## src/rtl/writeback_unit_if.sv

```systemverilog
// Writeback request/response bus between the memory/execute stages, the
// writeback unit and the register file. misalign_trap exists only with WB_MISALIGN_TRAP_EN.
interface writeback_unit_if #(
  parameter int XLEN   = 32,
  parameter int REG_AW = 5,
  parameter int LANE_W = $clog2(XLEN/8)
);
  logic              in_valid;
  logic              in_ready;
  logic [1:0]        wb_sel;
  logic              reg_write_en;
  logic [REG_AW-1:0] rd;
  logic [XLEN-1:0]   alu_value;
  logic [XLEN-1:0]   pc_4_value;
  logic              alu_neg;
  logic              alu_ovf;
  logic [2:0]        load_funct3;
  logic [LANE_W-1:0] addr_lo;
  logic              mem_rvalid;
  logic [XLEN-1:0]   mem_rdata;
  logic              flush;
  logic              stall;
  logic              reg_we;
  logic [REG_AW-1:0] reg_waddr;
  logic [XLEN-1:0]   reg_wdata;
`ifdef WB_MISALIGN_TRAP_EN
  logic              misalign_trap;
`endif

  modport master (
    output in_valid, wb_sel, reg_write_en, rd, alu_value, pc_4_value,
    output alu_neg, alu_ovf, load_funct3, addr_lo, mem_rvalid, mem_rdata, flush,
`ifdef WB_MISALIGN_TRAP_EN
    input  misalign_trap,
`endif
    input  in_ready, stall, reg_we, reg_waddr, reg_wdata
  );

  modport slave (
    input  in_valid, wb_sel, reg_write_en, rd, alu_value, pc_4_value,
    input  alu_neg, alu_ovf, load_funct3, addr_lo, mem_rvalid, mem_rdata, flush,
`ifdef WB_MISALIGN_TRAP_EN
    output misalign_trap,
`endif
    output in_ready, stall, reg_we, reg_waddr, reg_wdata
  );
endinterface

```

## src/rtl/writeback_unit.sv

```systemverilog
// Registered writeback stage: result select, load extraction, load wait/drain FSM.
// Optional macro WB_MISALIGN_TRAP_EN diverts misaligned loads to DRAIN and pulses misalign_trap.
module writeback_unit #(
  parameter int XLEN   = 32,
  parameter int REG_AW = 5,
  parameter int LANE_W = $clog2(XLEN/8)
) (
  input logic            clk,
  input logic            rst,
  writeback_unit_if.slave wb
);

  typedef enum logic [1:0] {
    ST_IDLE  = 2'd0,
    ST_WAIT  = 2'd1,
    ST_DRAIN = 2'd2
  } state_e;

  localparam logic [1:0] SEL_ALU = 2'd0;
  localparam logic [1:0] SEL_MEM = 2'd1;
  localparam logic [1:0] SEL_PC4 = 2'd2;
  localparam logic [1:0] SEL_SLT = 2'd3;

  // Lane-based load extraction; unsupported widths fall back to a zero-filled word.
  function automatic logic [XLEN-1:0] load_extract(
    input logic [2:0]        funct3,
    input logic [LANE_W-1:0] lane,
    input logic [XLEN-1:0]   rdata
  );
    logic [XLEN-1:0] byte_w;
    logic [XLEN-1:0] half_w;
    logic [XLEN-1:0] word_w;
    logic [XLEN-1:0] res;
    byte_w = rdata >> {lane, 3'b000};
    half_w = rdata >> {lane[LANE_W-1:1], 4'b0000};
    word_w = rdata >> {lane >> 2, 5'b00000};
    case (funct3)
      3'b000:  res = XLEN'($signed(byte_w[7:0]));
      3'b100:  res = XLEN'(byte_w[7:0]);
      3'b001:  res = XLEN'($signed(half_w[15:0]));
      3'b101:  res = XLEN'(half_w[15:0]);
      3'b010:  res = XLEN'($signed(word_w[31:0]));
      3'b110:  res = XLEN'(word_w[31:0]);
      3'b011:  res = (XLEN == 64) ? rdata : XLEN'(word_w[31:0]);
      default: res = XLEN'(word_w[31:0]);
    endcase
    return res;
  endfunction

`ifdef WB_MISALIGN_TRAP_EN
  // Natural-alignment check for the access width encoded in funct3.
  function automatic logic is_misaligned(
    input logic [2:0]        funct3,
    input logic [LANE_W-1:0] lane
  );
    logic res;
    case (funct3)
      3'b001, 3'b101: res = lane[0];
      3'b010, 3'b110: res = (lane[1:0] != 2'b00);
      3'b011:         res = (lane != {LANE_W{1'b0}});
      default:        res = 1'b0;
    endcase
    return res;
  endfunction
`endif

  state_e            state_r;
  state_e            state_s;
  logic              reg_we_r;
  logic              reg_we_s;
  logic [REG_AW-1:0] reg_waddr_r;
  logic [REG_AW-1:0] reg_waddr_s;
  logic [XLEN-1:0]   reg_wdata_r;
  logic [XLEN-1:0]   reg_wdata_s;
  logic [2:0]        cap_funct3_r;
  logic [LANE_W-1:0] cap_lane_r;
  logic [REG_AW-1:0] cap_rd_r;
  logic              cap_we_r;
  logic              capture_s;
  logic              write_ok_s;
  logic [XLEN-1:0]   direct_value_s;
`ifdef WB_MISALIGN_TRAP_EN
  logic              trap_r;
  logic              trap_s;
`endif

  assign write_ok_s = wb.reg_write_en && (wb.rd != {REG_AW{1'b0}});

  // Non-load result source select.
  always_comb begin
    direct_value_s = wb.alu_value;
    case (wb.wb_sel)
      SEL_ALU: direct_value_s = wb.alu_value;
      SEL_PC4: direct_value_s = wb.pc_4_value;
      SEL_SLT: direct_value_s = XLEN'(wb.alu_neg ^ wb.alu_ovf);
      default: direct_value_s = wb.alu_value;
    endcase
  end

  // Next-state and next-output logic for the load wait/drain FSM.
  always_comb begin
    state_s     = state_r;
    reg_we_s    = 1'b0;
    reg_waddr_s = reg_waddr_r;
    reg_wdata_s = reg_wdata_r;
    capture_s   = 1'b0;
`ifdef WB_MISALIGN_TRAP_EN
    trap_s      = 1'b0;
`endif
    case (state_r)
      ST_IDLE: begin
        if (wb.in_valid && !wb.flush) begin
          if (wb.wb_sel == SEL_MEM) begin
            capture_s = 1'b1;
`ifdef WB_MISALIGN_TRAP_EN
            if (is_misaligned(wb.load_funct3, wb.addr_lo)) begin
              trap_s  = 1'b1;
              state_s = ST_DRAIN;
            end else begin
              state_s = ST_WAIT;
            end
`else
            state_s   = ST_WAIT;
`endif
          end else if (write_ok_s) begin
            reg_we_s    = 1'b1;
            reg_waddr_s = wb.rd;
            reg_wdata_s = direct_value_s;
          end else begin
            reg_we_s = 1'b0;
          end
        end else begin
          state_s = ST_IDLE;
        end
      end
      ST_WAIT: begin
        // Flush wins over same-cycle read data.
        if (wb.flush) begin
          state_s = wb.mem_rvalid ? ST_IDLE : ST_DRAIN;
        end else if (wb.mem_rvalid) begin
          state_s = ST_IDLE;
          if (cap_we_r) begin
            reg_we_s    = 1'b1;
            reg_waddr_s = cap_rd_r;
            reg_wdata_s = load_extract(cap_funct3_r, cap_lane_r, wb.mem_rdata);
          end else begin
            reg_we_s = 1'b0;
          end
        end else begin
          state_s = ST_WAIT;
        end
      end
      ST_DRAIN: begin
        if (wb.mem_rvalid) begin
          state_s = ST_IDLE;
        end else begin
          state_s = ST_DRAIN;
        end
      end
      default: state_s = ST_IDLE;
    endcase
  end

  // State, output and load-capture registers.
  always_ff @(posedge clk) begin
    if (rst) begin
      state_r      <= ST_IDLE;
      reg_we_r     <= 1'b0;
      reg_waddr_r  <= {REG_AW{1'b0}};
      reg_wdata_r  <= {XLEN{1'b0}};
      cap_funct3_r <= 3'b000;
      cap_lane_r   <= {LANE_W{1'b0}};
      cap_rd_r     <= {REG_AW{1'b0}};
      cap_we_r     <= 1'b0;
`ifdef WB_MISALIGN_TRAP_EN
      trap_r       <= 1'b0;
`endif
    end else begin
      state_r     <= state_s;
      reg_we_r    <= reg_we_s;
      reg_waddr_r <= reg_waddr_s;
      reg_wdata_r <= reg_wdata_s;
`ifdef WB_MISALIGN_TRAP_EN
      trap_r      <= trap_s;
`endif
      if (capture_s) begin
        cap_funct3_r <= wb.load_funct3;
        cap_lane_r   <= wb.addr_lo;
        cap_rd_r     <= wb.rd;
        cap_we_r     <= write_ok_s;
      end else begin
        cap_we_r     <= cap_we_r;
      end
    end
  end

  assign wb.in_ready  = (state_r == ST_IDLE);
  assign wb.stall     = (state_r != ST_IDLE);
  assign wb.reg_we    = reg_we_r;
  assign wb.reg_waddr = reg_waddr_r;
  assign wb.reg_wdata = reg_wdata_r;
`ifdef WB_MISALIGN_TRAP_EN
  assign wb.misalign_trap = trap_r;
`endif

endmodule
```

## src/flat_wrapper.sv

```systemverilog
// flat-port wrapper written by rule: the top's interface ports become plain ports
module writeback_unit_flat 
#(
  parameter int XLEN   = 32,
  parameter int REG_AW = 5,
  parameter int LANE_W = $clog2(XLEN/8)
)
  (clk, rst, wb_in_valid, wb_wb_sel, wb_reg_write_en, wb_rd, wb_alu_value, wb_pc_4_value, wb_alu_neg, wb_alu_ovf, wb_load_funct3, wb_addr_lo, wb_mem_rvalid, wb_mem_rdata, wb_flush, wb_in_ready, wb_stall, wb_reg_we, wb_reg_waddr, wb_reg_wdata);
  writeback_unit_if #(.XLEN(XLEN), .REG_AW(REG_AW), .LANE_W(LANE_W)) wb_i ();
  input logic clk;
  input logic rst;
  input wire logic [$bits(wb_i.in_valid)-1:0] wb_in_valid;
  input wire logic [$bits(wb_i.wb_sel)-1:0] wb_wb_sel;
  input wire logic [$bits(wb_i.reg_write_en)-1:0] wb_reg_write_en;
  input wire logic [$bits(wb_i.rd)-1:0] wb_rd;
  input wire logic [$bits(wb_i.alu_value)-1:0] wb_alu_value;
  input wire logic [$bits(wb_i.pc_4_value)-1:0] wb_pc_4_value;
  input wire logic [$bits(wb_i.alu_neg)-1:0] wb_alu_neg;
  input wire logic [$bits(wb_i.alu_ovf)-1:0] wb_alu_ovf;
  input wire logic [$bits(wb_i.load_funct3)-1:0] wb_load_funct3;
  input wire logic [$bits(wb_i.addr_lo)-1:0] wb_addr_lo;
  input wire logic [$bits(wb_i.mem_rvalid)-1:0] wb_mem_rvalid;
  input wire logic [$bits(wb_i.mem_rdata)-1:0] wb_mem_rdata;
  input wire logic [$bits(wb_i.flush)-1:0] wb_flush;
  output wire logic [$bits(wb_i.in_ready)-1:0] wb_in_ready;
  output wire logic [$bits(wb_i.stall)-1:0] wb_stall;
  output wire logic [$bits(wb_i.reg_we)-1:0] wb_reg_we;
  output wire logic [$bits(wb_i.reg_waddr)-1:0] wb_reg_waddr;
  output wire logic [$bits(wb_i.reg_wdata)-1:0] wb_reg_wdata;
  assign wb_i.in_valid = wb_in_valid;
  assign wb_i.wb_sel = wb_wb_sel;
  assign wb_i.reg_write_en = wb_reg_write_en;
  assign wb_i.rd = wb_rd;
  assign wb_i.alu_value = wb_alu_value;
  assign wb_i.pc_4_value = wb_pc_4_value;
  assign wb_i.alu_neg = wb_alu_neg;
  assign wb_i.alu_ovf = wb_alu_ovf;
  assign wb_i.load_funct3 = wb_load_funct3;
  assign wb_i.addr_lo = wb_addr_lo;
  assign wb_i.mem_rvalid = wb_mem_rvalid;
  assign wb_i.mem_rdata = wb_mem_rdata;
  assign wb_i.flush = wb_flush;
  assign wb_in_ready = wb_i.in_ready;
  assign wb_stall = wb_i.stall;
  assign wb_reg_we = wb_i.reg_we;
  assign wb_reg_waddr = wb_i.reg_waddr;
  assign wb_reg_wdata = wb_i.reg_wdata;
  writeback_unit #(.XLEN(XLEN), .REG_AW(REG_AW), .LANE_W(LANE_W)) u_core (.clk(clk), .rst(rst), .wb(wb_i));
endmodule
```

## config.mk

```make
export PLATFORM = sky130hd
export DESIGN_NAME = writeback_unit_flat
export DESIGN_NICKNAME = d
export VERILOG_FILES = /design/src/rtl/writeback_unit_if.sv /design/src/rtl/writeback_unit.sv /design/src/flat_wrapper.sv
export SDC_FILE = /design/constraint.sdc
export NUM_CORES = 1
export LEC_CHECK = 0
export ABC_AREA = 1
export CAP_MARGIN = 0
export CORE_MARGIN = 1
export CORE_UTILIZATION = 34
export CTS_CLUSTER_DIAMETER = 120
export DETAILED_ROUTE_END_ITERATION = 7
export DONT_BUFFER_PORTS = 1
export MAX_ROUTING_LAYER = met4
export PLACE_DENSITY = 0.46
export SETUP_SLACK_MARGIN = 0.5
export SLEW_MARGIN = 20
export SYNTH_ARGS = -nofsm -noshare
export SYNTH_HDL_FRONTEND = slang
export SYNTH_SLANG_ARGS = --single-unit
```

## constraint.sdc

```tcl
create_clock -name clk -period 1.3 [get_ports clk]
set_input_delay 0.26 -clock clk [delete_from_list [all_inputs] [get_ports clk]]
set_output_delay 0.26 -clock clk [all_outputs]
set_load 0.05 [all_outputs]
```

==> results of run 1 <==
-- worst max-delay path by stage --
stage | slack, ns | to | cells after the start
2_1_floorplan | -0.12 | u_core.wb.reg_wdata[25] | 8
3_3_place_gp | -0.11 | u_core.wb.reg_wdata[2] | 8
3_5_place_dp | -0.14 | u_core.wb.reg_wdata[7] | 8
5_1_grt | -0.24 | u_core.wb.reg_wdata[8] | 9
4_1_cts | -0.13 | u_core.wb.reg_wdata[6] | 11
6_report | -0.18 | u_core.wb.reg_wdata[7] | 10
-- area by class of cell --
class	instances	share of cell area
flip-flops and latches	51	0.222
clock inverters	2	0.00270
clock buffers	6	0.0162
well taps	133	0.0326
inverters	44	0.0348
repair buffers	82	0.206
multi-input cells	458	0.485
-- cell families (layout without fill, tap and decap cells) --
kind of cell / after synthesis / in the layout / synth area share
AOI/OAI and AO/OA: 102 / 102 / 0.156
buffers and inverters: 86 / 134 / 0.111
DFF: 51 / 51 / 0.292
and+or+nand+nor: 356 / 356 / 0.441
-- metrics by stage --
stage | setup slack [ns] | instance area (µm²)
global placement | -0.106 | 4100
finish | -0.178 | 5100
global route | -0.236 | 5100
CTS | -0.126 | 4790
detailed placement | -0.137 | 4100
floorplan | -0.125 | 3590
-- cells in the final DEF (no fill, tap or decap), types with 12 or more instances in the layout --
cell     synthesis  routed
inv_1           38      36
buf_4            5      38
a21oi_1         62      42
nor2_1          42      30
nand3_1        122     108
a21oi_2          6      26
buf_8            0      17
dfxtp_2          0      18
nand2_1        180     170
o21ai_0         26      13
dfxtp_4          0      24
nand3_2          2      12
-- state kept, by name (all words and copies together), names as in the netlist --
| name | cells |
|---|---|
| u_core.cap_we_r | 1 |
| u_core.wb.reg_waddr | 5 |
| u_core.wb.reg_we | 1 |
| u_core.cap_funct3_r | 3 |
| u_core.state_r | 2 |
| u_core.cap_rd_r | 5 |
| u_core.cap_lane_r | 2 |
| u_core.wb.reg_wdata | 32 |
-- cell usage after synthesis, drive strengths merged --
| library cell | count | share of area |
|---|---|---|
| nor3 | 1 | 0.0014 |
| and3 | 1 | 0.0018 |
| dfxtp | 51 | 0.29 |
| nand2 | 181 | 0.20 |
| nor2 | 46 | 0.054 |
| a21oi | 68 | 0.10 |
| clkinv | 1 | 0.0011 |
| nand4 | 1 | 0.0036 |
| buf | 23 | 0.043 |
| o21ai | 32 | 0.047 |
| clkbuf | 19 | 0.020 |
| nand3b | 2 | 0.0043 |
| o211ai | 1 | 0.0022 |
| nand3 | 124 | 0.18 |
| inv | 43 | 0.046 |
| a2111oi | 1 | 0.0025 |
-- layer usage --
metal  GRT usage  share of wire
met3      0.0484          0.061
met5           -              0
met4      0.0715          0.018
met1       0.303           0.40
met2       0.464           0.52
-- power breakdown --
group	leakage, nW	internal [W]	switching [W]
sequential	0.441	0.00160	0.000141
clock	0.0516	0.000437	0.000577
combinational	1.70	0.000471	0.000650
-- repair_timing --
item                                    in CTS  in global routing
gates resized for setup                    124                 67
endpoints found under the setup margin      91                 91
hold endpoints to repair                    13                 13
pin swaps                                   27                 19
cloned                                       5                  2
buffers inserted                             9                  3
-- critical path, cell delays in order, from the launching register on --
cell	delay, ns
dfxtp_4	0.38
inv_4	0.08
nand2_8	0.05
nor2_4	0.09
nand2_2	0.07
o21ai_4	0.22
buf_6	0.17
buf_6	0.12
inv_8	0.05
a21oi_2	0.09
nor2_1	0.05
==> metrics.yaml, run 1 <==
worstPathRequired_ns: 1.51
ir_drop_uv: 521
worstSkewPairLatency_ns: 0.31
synth-seq-area-share: 0.292
routabilityCongestion: 0.896
synthCells: 595
track_usage: 0.262
cts.root.buffer_cell: "clkbuf_8"
power_density_nw_per_um2: 761
hold_slack_ns: -0.0113
port-buffer-count: 0
start_kind: "flop"
ys_seq_elements: 51
overflow: 0
first_pass_iters: 4
synth_area_um2: 3490
dp_hpwl_mm: 10.0
dieArea_um2: 10700
r2r_end: "u_core.wb.reg_wdata[7]"
core-area_um2: 9860
finalNonFillerCells: 776
synth_cell_types: 27
antenna_found_initial: 0
viasPerCell: 5.27
cts_max_level: 2
clk_pin_slew_ns: 0.10
wire_per_inst_um: 17.9
finalSetupViolations: 51
multi_input_area_um2: 2470
grt_pass1_wl_mm: 20.1
rsz0062_at_grt: "true"
slew_headroom: 0.735
syn_area_per_cell_um2: 5.87
yosys_warnings: 0
route.vias.total: 4090
clk_path_buf_depth: 2
clkSinkCount: 51
rrSetupSlack_ns: -0.18
rows: 36
setup_ws_ns: -0.178
fin_crit_ns: 1.48
postRouteAntennaNets: 0
io-pin-count: 156
first_global_vias: 3764
holdPathStages: 1
diodes: 0
seq_area_um2: 1130
syn_to_final_growth_pct: 46.1
hold_path_class: "input pin to flop"
fin_skew_ns: 0.00738
max_cap_viol_count: 0
grt_max_degree: 35
finalPower_w: 0.00388
tns_ns: -6.70
numCtsBuffers: 5
cts_tree: "built"
outcome: "finished with violations"
final_layout_size_suffix_gt1_frac: 0.344
critical_path.max_fanout: 8
start_util: 0.354
dpl.cell_count: 749
final_nets: 758
fin_crit_sh: 1.14
hp-start: "rst"
die_h_um: 103
whs_endpoint: "u_core.wb.reg_waddr[2]"
rr_worst_depth: 10
violations: "negative hold slack, negative setup slack"
hold_viol: 5
drt_iter0_drc: 152
cp-end-kind: "flop"
drc: 0
reg2reg_from: "u_core.state_r[1]"
finish.utilization: 0.517
crit_type: "flop to flop"
die_x_um: 103
syn_nets: 711
worst_pin_slew_ns: 0.394
leakage_nw: 2.19
routed_wl_mm: 13.9
fmax_mhz: 677
finalMaxSlewViolations: 0
critPathLaunch: "u_core.state_r[1]"
arrival_ns: 1.69
fillers: 1004
(Power assumes the default switching activity.)
==> inputs of run 2 (changes only) <==
--- a/config.mk
+++ b/config.mk
@@ -15,7 +15,6 @@
 export MAX_ROUTING_LAYER = met4
 export PLACE_DENSITY = 0.46
 export SETUP_SLACK_MARGIN = 0.5
-export SLEW_MARGIN = 20
 export SYNTH_ARGS = -nofsm -noshare
 export SYNTH_HDL_FRONTEND = slang
 export SYNTH_SLANG_ARGS = --single-unit
==> results of run 2 <==
The final DEF is identical to that of run 1; final timing and power are the same.
==> inputs of run 3 (changes only) <==
--- a/config.mk
+++ b/config.mk
@@ -12,7 +12,6 @@
 export CTS_CLUSTER_DIAMETER = 120
 export DETAILED_ROUTE_END_ITERATION = 7
 export DONT_BUFFER_PORTS = 1
-export MAX_ROUTING_LAYER = met4
 export PLACE_DENSITY = 0.46
 export SETUP_SLACK_MARGIN = 0.5
 export SYNTH_ARGS = -nofsm -noshare
==> run 3 against run 2 <==
Compared with the run above: the run still ends with negative hold slack, negative setup slack left; design area rose by 0.12%; maximum frequency rose by 1.6%; register-to-register slack gained 0.02 ns; clock power about the same; critical endpoint is now u_core.wb.reg_wdata[21].
==> metrics.yaml, run 3 (synthesis gave the netlist of run 1 again) <==
viasPerCell: 5.25  # -0.44%
worst_pin_slew_ns: 0.361  # -0.0329 ns
routabilityCongestion: 0.852  # -5.0%
clk_pin_slew_ns: 0.10  # about the same
finish.utilization: 0.518  # +0.000634
cp_top_family: "simple AND/OR/NAND/NOR gates"
cts.root.buffer_cell: "clkbuf_8"
io-pin-count: 156  # unchanged
power_density_nw_per_um2: 761  # about the same
violations: "negative hold slack, negative setup slack"
grt_max_degree: 35  # unchanged
cts_max_level: 2  # unchanged
drc: 0  # unchanged
hold_slack_ns: -0.0174  # -0.00608 ns
postRouteAntennaNets: 0  # unchanged
sw_frac_of_total: 0.352  # -0.00108
setup_ws_ns: -0.155  # +0.0233 ns
final_layout_size_suffix_gt1_frac: 0.339  # -0.00422
switchingPower_w: 0.00137  # -0.12%
seq_area_um2: 1130  # unchanged
fin_skew_ns: 0.0123  # +0.00490 ns
ir_drop_uv: 411  # -21%
worstPathRequired_ns: 1.55  # +0.04 ns
antenna_found_initial: 0  # unchanged
routed_wl_mm: 14.0  # +0.88%
fmax_mhz: 687  # +1.6%
dp_hpwl_mm: 10.2  # +1.8%
reg2reg_from: "u_core.state_r[1]"
max_cap_viol_count: 0  # unchanged
rsz0062_at_grt: "true"
path_cells: "buf_6 > nor2_4 > nand3_2 > nor2_4 > nand3_4 > clkbuf_16 > nand3_1 > nand2_1 > a21oi_1"
hp-start: "rst"
leakage_nw: 2.23  # +1.7%
clk_path_buf_depth: 2  # unchanged
r2r_end: "u_core.wb.reg_wdata[21]"
power_frac_seq: 0.449  # about the same
multi_input_area_um2: 2400  # -2.8%
p_comb_frac: 0.290  # about the same
fin_crit_sh: 1.12  # -0.0179
first_pass_iters: 4  # unchanged
cts_tree: "built"
fin_crit_ns: 1.45  # -0.0233 ns
p_int_w: 0.00252  # +0.35%
rrSetupSlack_ns: -0.15  # +0.02 ns
port-buffer-count: 0  # unchanged
drt_iter0_drc: 170  # +12%
critical_path.max_fanout: 12  # +4
start_util: 0.354  # unchanged
fillers: 1029  # +2.5%
path_buf_inv: 2  # -2
route.vias.total: 4114  # +0.59%
most-common-layout-cells: "nand2_1 (167), nand3_1 (109), a21oi_1 (52)"
worstSkewPairLatency_ns: 0.32  # about the same
finalMaxSlewViolations: 0  # unchanged
hold_path_class: "input pin to flop"
syn_to_final_growth_pct: 46.2
start_kind: "flop"
crit_type: "flop to flop"
outcome: "finished with violations"
rows: 36  # unchanged
numCtsBuffers: 5  # unchanged
slew_headroom: 0.757  # +0.0222
slowest_delay_ns: 0.38  # about the same
grt_pass1_wl_mm: 19.5  # -3.2%
final_nets: 766  # +1.1%
slowest_stage: "dfxtp_4"
die_h_um: 103  # unchanged
finalSetupViolations: 50  # -2.0%
largest_reg_flops: 32  # unchanged
final_common_cell: "nand2_1"
wire_per_inst_um: 17.9  # -0.15%
crit_top_cell: "nor2_4"
die_x_um: 103  # unchanged
diodes: 0  # unchanged
cp-end-kind: "flop"
dieArea_um2: 10700  # unchanged
first_global_vias: 3736  # -0.74%
rr_worst_depth: 9  # -1
clockPowerShare: 0.261  # about the same
overflow: 0  # unchanged
tns_ns: -4.49  # +2.21 ns
clkSinkCount: 51  # unchanged
core-area_um2: 9860  # unchanged
holdPathStages: 1  # unchanged
hold_viol: 10  # +5
arrival_ns: 1.71  # +0.02 ns
track_usage: 0.245  # -0.0172
whs_endpoint: "u_core.wb.reg_wdata[12]"
==> run 3: metrics by stage <==
step | instance area, µm² | instances | setup slack, ns | total power (W) | hold slack [ns]
after floorplan | 3590 | 595 | -0.125 | 0.00243 | 0.322
after global placement | 4110 | 752 | -0.128 | 0.00270 | 0.324
after detailed placement | 4110 | 752 | -0.146 | 0.00270 | 0.326
after CTS | 4650 | 768 | -0.0985 | 0.00380 | -0.0232
after global routing | 5100 | 784 | -0.248 | 0.00408 | -0.0338
final | 5100 | 784 | -0.155 | 0.00389 | -0.0174
==> run 3: power by group through the flow <==
| stage | clock (W) | sequential, W | combinational [W] |
|---|---|---|---|
| after floorplan | 0 | 0.00187 | 0.000557 |
| after global placement | 0 | 0.00180 | 0.000895 |
| after detailed placement | 0 | 0.00180 | 0.000903 |
| after CTS | 0.00103 | 0.00176 | 0.00101 |
| after global routing | 0.00110 | 0.00175 | 0.00123 |
| final | 0.00101 | 0.00175 | 0.00113 |
==> run 3: per-layer routing <==
| layer | vias up | track usage | wire length [µm] |
|---|---|---|---|
| met1 | 1916 | 0.292 | 5780 |
| met4 | 0 | 0.0563 | 228 |
| met5 | - | 0 | 0 |
| li1 | 2066 | - | - |
| met2 | 114 | 0.455 | 7390 |
| met3 | 18 | 0.0430 | 636 |
==> run 3: how the worst max path moves through the flow <==
stage,from,endpoint,slack (ns),cells past startpoint
floorplan,u_core.state_r[1],u_core.wb.reg_wdata[25],-0.12,8
global placement,u_core.cap_funct3_r[1],u_core.wb.reg_wdata[4],-0.13,8
detailed placement,u_core.cap_funct3_r[1],u_core.wb.reg_wdata[4],-0.15,8
CTS,u_core.state_r[1],u_core.wb.reg_wdata[19],-0.1,9
global route,u_core.state_r[1],u_core.wb.reg_wdata[21],-0.25,9
finish,u_core.state_r[1],u_core.wb.reg_wdata[21],-0.15,9
==> run 3: area by class of cell <==
class,count,share of cell area
clock inverters,2,0.00319
multi-input cells,458,0.471
inverters,44,0.0350
flip-flops and latches,51,0.222
repair buffers,90,0.220
clock buffers,6,0.0162
well taps,133,0.0326
==> run 3: repair_timing <==
action / 4_1_cts / 5_1_grt
pin swaps: 10 / 9
resized for setup: 121 / 64
setup buffers: 6 / 10
cloned: 2 / 6
endpoints found under the setup margin: 91 / 91
hold endpoints to repair: 13 / 13
